File: src/rtl/cpu_pkg.sv
// cpu_pkg: shared fetch-state enum, reset PC and MIPS opcode/funct constants
package cpu_pkg;
  typedef enum logic [1:0] {FS_IDLE, FS_REQ, FS_HOLD} fetch_state_t;
  localparam logic [31:0] RESET_PC = 32'h0000_0000;
  localparam logic [5:0] OP_RTYPE = 6'h00;
  localparam logic [5:0] OP_REGIMM = 6'h01;
  localparam logic [5:0] OP_J = 6'h02;
  localparam logic [5:0] OP_ADDI = 6'h08;
  localparam logic [5:0] FUNCT_JR = 6'h08;
  localparam logic [4:0] RT_BLTZ = 5'h00;
endpackage

File: src/rtl/pc_next_sel.sv
// pc_next_sel: combinational next-PC priority select (JR > J > taken branch > pc+4)
// Ports: pc, instr_idx (instruction[25:0]), branch/jump/jr/br_cond controls,
//        jr_target (rs value) -> next_pc
module pc_next_sel (
  input  logic [31:0] pc,
  input  logic [25:0] instr_idx,
  input  logic        branch,
  input  logic        jump,
  input  logic        jr,
  input  logic        br_cond,
  input  logic [31:0] jr_target,
  output logic [31:0] next_pc
);
  logic [31:0] pc_plus4;
  logic [31:0] br_off;
  always_comb begin
    pc_plus4 = pc + 32'd4;
    br_off = {{14{instr_idx[15]}}, instr_idx[15:0], 2'b00};
    // branch is only consulted when neither jump form applies
    next_pc = jr ? (jr_target & ~32'd3) :
              jump ? {pc_plus4[31:28], instr_idx, 2'b00} :
              (branch && br_cond) ? pc_plus4 + br_off : pc_plus4;
  end
endmodule

File: src/rtl/instr_fetch.sv
// instr_fetch: IDLE/REQ/HOLD instruction fetch with held word, retire counter and JR misalign flag
// Ports: clk, rst_n (async active-low); imem_req/imem_addr/imem_ack/imem_rdata memory side;
//        instruction/instr_valid/instr_ready decoder side; Branch/Jump/JR/br_cond/jr_target
//        controls for the held word; pc, retired, misalign status
module instr_fetch
  import cpu_pkg::*;
(
  input  logic        clk,
  input  logic        rst_n,
  output logic        imem_req,
  output logic [31:0] imem_addr,
  input  logic        imem_ack,
  input  logic [31:0] imem_rdata,
  output logic [31:0] instruction,
  output logic        instr_valid,
  input  logic        instr_ready,
  input  logic        Branch,
  input  logic        Jump,
  input  logic        JR,
  input  logic        br_cond,
  input  logic [31:0] jr_target,
  output logic [31:0] pc,
  output logic [15:0] retired,
  output logic        misalign
);
  fetch_state_t state_q, state_d;
  logic [31:0] pc_q, pc_d, instruction_q, instruction_d, next_pc;
  logic [15:0] retired_q, retired_d;
  logic misalign_q, misalign_d, retire;
  pc_next_sel u_pc_next_sel (
    .pc(pc_q),
    .instr_idx(instruction_q[25:0]),
    .branch(Branch),
    .jump(Jump),
    .jr(JR),
    .br_cond(br_cond),
    .jr_target(jr_target),
    .next_pc(next_pc)
  );
  always_comb begin
    retire = (state_q == FS_HOLD) && instr_ready;
    state_d = (state_q == FS_IDLE) ? FS_REQ :
              (state_q == FS_REQ) ? (imem_ack ? FS_HOLD : FS_REQ) :
              (instr_ready ? FS_REQ : FS_HOLD);
    instruction_d = (state_q == FS_REQ && imem_ack) ? imem_rdata : instruction_q;
    pc_d = retire ? next_pc : pc_q;
    retired_d = retired_q + {15'd0, retire};
    misalign_d = misalign_q | (retire & JR & (|jr_target[1:0]));
  end
  always_ff @(posedge clk or negedge rst_n) begin
    if (!rst_n) begin
      state_q <= FS_IDLE;
      pc_q <= RESET_PC;
      instruction_q <= 32'h0;
      retired_q <= 16'h0;
      misalign_q <= 1'b0;
    end else begin
      state_q <= state_d;
      pc_q <= pc_d;
      instruction_q <= instruction_d;
      retired_q <= retired_d;
      misalign_q <= misalign_d;
    end
  end
  assign imem_req = (state_q == FS_REQ);
  assign imem_addr = pc_q;
  assign instruction = instruction_q;
  assign instr_valid = (state_q == FS_HOLD);
  assign pc = pc_q;
  assign retired = retired_q;
  assign misalign = misalign_q;
endmodule

File: config.mk
export PLATFORM = sky130hd
export DESIGN_NAME = instr_fetch
export DESIGN_NICKNAME = d
export VERILOG_FILES = /design/src/rtl/cpu_pkg.sv /design/src/rtl/pc_next_sel.sv /design/src/rtl/instr_fetch.sv
export SDC_FILE = /design/constraint.sdc
export NUM_CORES = 1
export LEC_CHECK = 0
export CAP_MARGIN = 40
export CORE_ASPECT_RATIO = 0.5
export CORE_UTILIZATION = 50
export CTS_BUF_LIST = sky130_fd_sc_hd__clkbuf_2 sky130_fd_sc_hd__clkbuf_4 sky130_fd_sc_hd__clkbuf_8
export DETAILED_ROUTE_END_ITERATION = 7
export PLACE_DENSITY = 0.91
export SETUP_SLACK_MARGIN = 0.4
export SYNTH_ARGS = -nofsm -noshare
export SYNTH_HDL_FRONTEND = slang
export SYNTH_SLANG_ARGS = --single-unit
File: constraint.sdc
create_clock -name clk -period 4.5 [get_ports clk]
set_clock_uncertainty 0.1 [all_clocks]
set_input_delay 0.9 -clock clk [delete_from_list [all_inputs] [get_ports clk]]
set_output_delay 0.9 -clock clk [all_outputs]
set_load 0.01 [all_outputs]
Word-level counts from Yosys, hierarchy flattened
Cells that the tools add are included.

Flip-flop bits (word level): 83. Input bits: 72. Output and inout port bits: 115. Word-level logic and storage cells: 25.

Add/sub/neg operators: 3. Equality and inequality tests: 2. Multiplexer cells: 7. Bitwise logic cells: 3. Reductions and logical operators: 5.

Operators with widths (number): $mux 32 (3); $add 32x3->32 const B (1); $add 32x32->32 (1); $add 16x1->16 (1); $mux 2 (4); $logic_and 1x1->1 (3); $and 1x1->1 (2); $eq 2x1->1 const B (1); $eq 2x2->1 const B (1); $logic_not 2->1 (1); $reduce_or 2->1 (1); $or 1x1->1 (1).

Logic depth before layout (Yosys ltp)
Gate-level depths: netlist (run 1).

Word-level depth: 5. Gate-level depth with buffers: 17. Mapped depth without buffers: 15.

Hierarchy
Synthesis (run 1) repeated with hierarchy kept, for this count alone.

Cells, all modules: 717. Area total of the unflattened synthesis: 6636.4 sq um.

By module, submodules not included: instr_fetch (instances 1, cells an instance 239, area an instance 3454.6 sq um, seq. area each 2077.0 sq um); pc_next_sel (instances 1, cells an instance 478, area an instance 3181.8 sq um, seq. area each 0.0 sq um).

Worst setup path before layout (run 1)
OpenSTA, ideal clock, no wires.

Kind: flip-flop to flip-flop. Start point: register pc_q[4], in the netlist imem_addr[4]. End point: register pc_q[31], in the netlist imem_addr[31]. Setup time: 69 ps. Data arrival time: 3499 ps. Slack: 832 ps. Stages on the path, launching flop included: 17. Clock period less this slack: 3668 ps. Path through: dfrtp_1 > and3_1 > and3_1 > buf_4 > and4_1 > nand4_1 > xnor2_1 > ha_1 > clkbuf_1 > nand4_1 > nor3_1 > nand2_1 > o2111a_2 > nor4_1 > nor3_1 > nor4b_1 > nand3b_1.

Longest elaborated chain between the ends: 5.

Ends and longest elaborated chain: start: declaration (line instr_fetch.sv:27) `logic [31:0] pc_q, pc_d, instruction_q, instruction_d, next_pc;`; start signal: assignment (line instr_fetch.sv:59) `pc_q <= pc_d;`; $add 32x3->32 (*) (line pc_next_sel.sv:17) `pc_plus4 = pc + 32'd4;`; $add 32x32->32 (line pc_next_sel.sv:22) `(branch && br_cond) ? pc_plus4 + br_off : pc_plus4;`; $mux 32 (line pc_next_sel.sv:22); $mux 32 (*) (line pc_next_sel.sv:21) `jump ? {pc_plus4[31:28], instr_idx, 2'b00} :`; $mux 32 (*) (line pc_next_sel.sv:20) `next_pc = jr ? (jr_target & ~32'd3) :`.

Every way passes the cells marked *; elsewhere a longest branch is shown, timed or not. A chain may end at the register's enable or synchronous reset.

Final worst setup path (run 1)
Start point: register pc_q[7], in the netlist imem_addr[7]. End point: register pc_q[31], in the netlist imem_addr[31].

The elaborated chain is that of the path after synthesis.

==> results of run 1 <==
sequential cells by signal, indices dropped and copies added (netlist names):
signal / cells
state_q: 2
misalign: 1
retired: 16
instruction: 32
imem_addr: 30
layout make-up:
cell class	instances	area, um2	area share
Clock buffer	9	123.9	0.01504
Clock inverter	7	78.83	0.009570
Inverter	12	45.04	0.005469
Multi-Input combinational cell	556	3831	0.4651
Sequential cell	81	2029	0.2464
Tap cell	165	206.4	0.02506
Timing Repair Buffer	194	1922	0.2333
synth_stat cells (21+ instances only):
master / number
clkbuf_1: 24
nor2_1: 60
mux2_2: 32
xnor2_1: 44
o21ai_0: 41
ha_1: 39
a21oi_1: 63
nand3_1: 22
nand2_1: 59
buf_4: 35
xor2_1: 21
dfrtp_1: 81
worst max-delay path by stage:
| stage | endpoint | cells past startpoint |
|---|---|---|
| global route | imem_addr[31] | 14 |
| detailed placement | imem_addr[23] | 14 |
| finish | imem_addr[31] | 14 |
| floorplan | imem_addr[31] | 16 |
| CTS | imem_addr[23] | 14 |
| global placement | imem_addr[23] | 14 |
routing by layer:
metal,routed length (um),track usage
met3,2026,0.07150
met1,8137,0.3992
met4,347,0.08286
met5,0,0
met2,9191,0.4961
stage by stage:
stage                     power, mW  area [um2]  setup WS, ps  hold WS (ps)
after floorplan               4.354        6296         831.6         407.6
after global placement        5.811        7976         434.1         358.6
after detailed placement      5.913        7996         353.3         366.6
after CTS                     6.520        8205         443.1         392.0
after global routing          7.087        8237         429.7         422.6
final                         6.651        8237         589.3         389.7
critical path, cell delays in order, from the launching register on:
cell and delay (ps):
dfrtp_1 460, and3_1 250, and3_4 280, nand3_1 110, xnor2_1 210, ha_1 360, a21o_1 260, a221o_1 350
o21a_1 250, nor3_2 300, o2111a_2 250, nor4_2 50, o21a_1 240, nor4b_1 220, nand3b_1 140
power by group:
| part | internal (mW) | switching (mW) |
|---|---|---|
| logic | 2.22 | 2.38 |
| clock network | 0.224 | 0.335 |
| registers | 1.03 | 0.464 |
| total | 3.47 | 3.18 |
repair_timing:
action	4_1_cts	5_1_grt
gates resized for setup	1	9
cloned	0	0
hold buffers	0	0
endpoints found under the setup margin	3	13
cell families after synthesis:
family | Yosys count | synth area share
compound gates | 197 | 0.2027
xor+xnor | 65 | 0.09058
fa+ha+maj | 40 | 0.08083
buf+inv | 80 | 0.07525
flops | 81 | 0.3225
mux | 36 | 0.06371
other cells | 1 | 0.0005967
simple gates | 214 | 0.1638
==> impl_metrics.yaml, run 1 <==
clocking:
  cts_tree: "done"
  h-tree-depth: 3
  clk_latency_ps: 380
  cts_made_buffers: 9
  cts_buffer_depth: 2
  cts_num_sinks: 81
  cts.clk_slew.worst_paths_ps: 100
  cts_setup_buffers: 0
  ctsRootBufferMaster: "clkbuf_8"
power:
  p_per_area_nw_per_um2: 807.5
  p_leak_nw: 3.478
  vdd_drop_max_mv: 0.3940
timing:
  final.setup.tns_ps: 0
  finalSetupViolations: 0
  max_clock_freq_mhz: 255.7
  rsz0062_at_grt: "false"
  fin_crit_sh: 0.8691
  slew_violations: 0
  fin_crit_ps: 3911
  hold_viol: 0
  tightest_slew_ps: 911.1
  relSlewSlack: 0.3926
min_path:
  hp-start: "misalign"
  hold_path.class: "reg2reg"
  hold_path_depth: 1
  whs_endpoint: "misalign"
synth:
  ys_seq_elements: 81
  synth.avg_cell_area_um2: 8.802
  synthDistinctLibCells: 63
  async_flop_share: 1.000
  ys.flop_type: "dfrtp_1"
  syn_area_um2: 6285
  syn_inst: 714
  synth-edff-count: 0
  synth.largest_area_cell: "dfrtp_1"
  yosys_warnings: 0
  synth_area_leaders: "dfrtp_1 32%, ha_1 7.8%, xnor2_1 6.1%, mux2_2 5.7%, a21oi_1 5.0%"
  ys_seq_area_frac: 0.3225
  synth.top_cell.area_share: 0.3225
place:
  dpl.hpwl_um: 14760
  placedCellCount: 1008
  place.gp.congestion: 0.9944
  port_buffers: 182
final_layout:
  fin_nets: 966
  mostFrequentLayoutCells: "181 x clkdlybuf4s50_1, 79 x dfrtp_1, 62 x a21oi_1"
  drive_gt1_frac: 0.09313
  num_antenna_cells: 0
  fillers: 937
  final_cells: 1024
  syn_to_final_growth_pct: 31.06
  layout_commonest_cell: "clkdlybuf4s50_1"
  fin_util: 0.6854
worst_setup_path:
  cp.required_ps: 4710
  critPathKind: "reg2reg"
  crit_fanout: 10
  rr_endpoint: "imem_addr[31]"
  r2r_setup_slack_ps: 590
  start_kind: "flip-flop"
  crit_arrival_ps: 4120
  worstReg2RegStart: "imem_addr[7]"
  crit_path_start: "imem_addr[7]"
  rr_worst_depth: 14
  crit_path_end_kind: "flip-flop"
grt:
  grt_pass1_wl_um: 30820
  antenna_found_initial: 0
  grt_overflow: 0
  grt_max_degree: 44
  grt_pass1_vias: 5855
  grt_usage: 0.3012
floorplanning:
  die_area_um2: 13050
  dieWidth_um: 160.6
  initial_core_util: 0.5230
  die_y_um: 81.28
  rows: 28
  io_pins: 187
  core_area_um2: 12020
detailed_routing:
  via_count: 6205
  vias_per_cell: 6.060
  drt_wl_total_um: 19700
  ant_nets: 0
  wire_per_inst_um: 19.24
  drc: 0
  firstDrtPassIters: 6
  drt_iter0_markers: 646
flow_run:
  cap_violations: 0
run_status:
  status: "finished, final reports clean"
(Power assumes the default switching activity.)
==> run 2, diff against run 1 <==
- SLEW_MARGIN: unset -> 20
- TNS_END_PERCENT: unset -> 1
==> run 2 against run 1 <==
Net effect:
- hold slack worse by 0.73 ps
- worst setup slack worse by 52 ps
- critical path depth unchanged
- power is 0.11% higher
- global-route usage unchanged
- clock-buffer cell count unchanged
- clock power barely moved
- wire length shrank 0.40%
- design area about the same
- largest cell class unchanged
==> impl_metrics.yaml, run 2 (same netlist as run 1, synthesis figures left out) <==
grt:
  grt_pass1_wl_um: 30820
  grt_pass1_vias: 5855
  grt_max_degree: 44
  antenna_found_initial: 0
  grt_usage: 0.3012
  grt_overflow: 0
timing:
  relSlewSlack: 0.6116
  fin_crit_ps: 3963
  rsz0062_at_grt: "true"
  tightest_slew_ps: 579.1
  final.setup.tns_ps: 0
  finalSetupViolations: 0
  hold_viol: 0
  slew_violations: 0
  hold_ws_ps: 389.0
  max_clock_freq_mhz: 252.3
  fin_crit_sh: 0.8807
  final_critical_path_setup_slack_ps: 536.8
worst_setup_path:
  crit_fanout: 10
  crit_arrival_ps: 4180
  crit_path_end_kind: "flip-flop"
  cp.required_ps: 4710
  start_kind: "flip-flop"
  critPathKind: "reg2reg"
min_path:
  hold_path.class: "reg2reg"
final_layout:
  final_cells: 1025
  drive_gt1_frac: 0.09302
  fin_util: 0.6861
  syn_to_final_growth_pct: 31.18
  largest_reg_flops: 32
  mostFrequentLayoutCells: "181 x clkdlybuf4s50_1, 79 x dfrtp_1, 63 x a21oi_1"
  num_antenna_cells: 0
  layout_commonest_cell: "clkdlybuf4s50_1"
  fin_nets: 967
  postLayoutCellArea_um2: 8244
detailed_routing:
  routed.top_layer: "met4"
  met2_length_um: 9030
  met1Wirelength_um: 8191
  wire_per_inst_um: 19.15
  via_count: 6195
  ant_nets: 0
  firstDrtPassIters: 5
  vias_per_cell: 6.044
  drt_wl_total_um: 19620
  drt_iter0_markers: 640
  drc: 0
  met3_length_um: 1978
clocking:
  clk_latency_ps: 380
  h-tree-depth: 3
  cts_hold_buf: 0
  cts_setup_buffers: 0
  cts_made_buffers: 9
  cts_num_sinks: 81
  cts_tree: "done"
  cts.clk_slew.worst_paths_ps: 100
  cts_buffer_depth: 2
  ctsRootBufferMaster: "clkbuf_8"
floorplanning:
  core_area_um2: 12020
  dieWidth_um: 160.6
  rows: 28
  die_area_um2: 13050
  io_pins: 187
  initial_core_util: 0.5230
  die_y_um: 81.28
place:
  pre_cts_slack_ps: 353.3
  placed_cell_area_um2: 7996
  placedCellCount: 1008
  port_buffers: 182
  place.gp.congestion: 0.9944
  dpl.hpwl_um: 14760
flow_run:
  cap_violations: 0
power:
  p_per_area_nw_per_um2: 807.7
  p_leak_nw: 3.487
  vdd_drop_max_mv: 0.3932
  power_mw: 6.659
run_status:
  status: "finished, final reports clean"
## run 2: power breakdown
part	switching, mW	total [mW]	internal (mW)	leakage, nW
sequential	0.436	1.47	1.03	0.974
clock	0.336	0.559	0.224	0.104
combinational	2.40	4.63	2.23	2.41
total	3.17	6.66	3.49	3.49
## run 2: critical path: stages, from the launching register on
cell and delay [ps]:
dfrtp_1 460, and3_1 250, and3_2 340, nand3_1 120
xnor2_1 220, ha_1 360, a21o_1 260, a221o_1 350
o21a_1 250, nor3_2 290, o2111a_2 250, o211a_1 180
nor3_1 60, nor4b_1 270, nand3b_1 150
## run 2: cell type report
type | count | area [um2]
clock inverters | 7 | 78.83
fillers | 937 | 3772
repair buffers | 195 | 1937
well taps | 165 | 206.4
inverters | 12 | 45.04
multi-input cells | 556 | 3824
clock buffers | 9 | 123.9
flip-flops and latches | 81 | 2029
## run 2: worst paths after layout
kind	from	to	slack, ps	depth (start not counted)
max reg2reg	imem_addr[7]	imem_addr[31]	540	14
max	imem_addr[7]	imem_addr[31]	540	14
min in group asynchronous	rst_n	imem_addr[6]	400	1
max in group asynchronous	rst_n	imem_addr[2]	3290	2
min reg2reg	misalign	misalign	390	1
min	misalign	misalign	390	1
## run 2: repair_timing
item	in CTS	in global routing
resized for setup	1	7
endpoints found under the setup margin	3	13
cloned	0	0
## run 2: metal layers
layer | GRT usage | vias up
met5 | 0 | -
met4 | 0.08286 | 0
met3 | 0.07150 | 50
met2 | 0.4961 | 353
met1 | 0.3992 | 2970
li1 | - | 2822
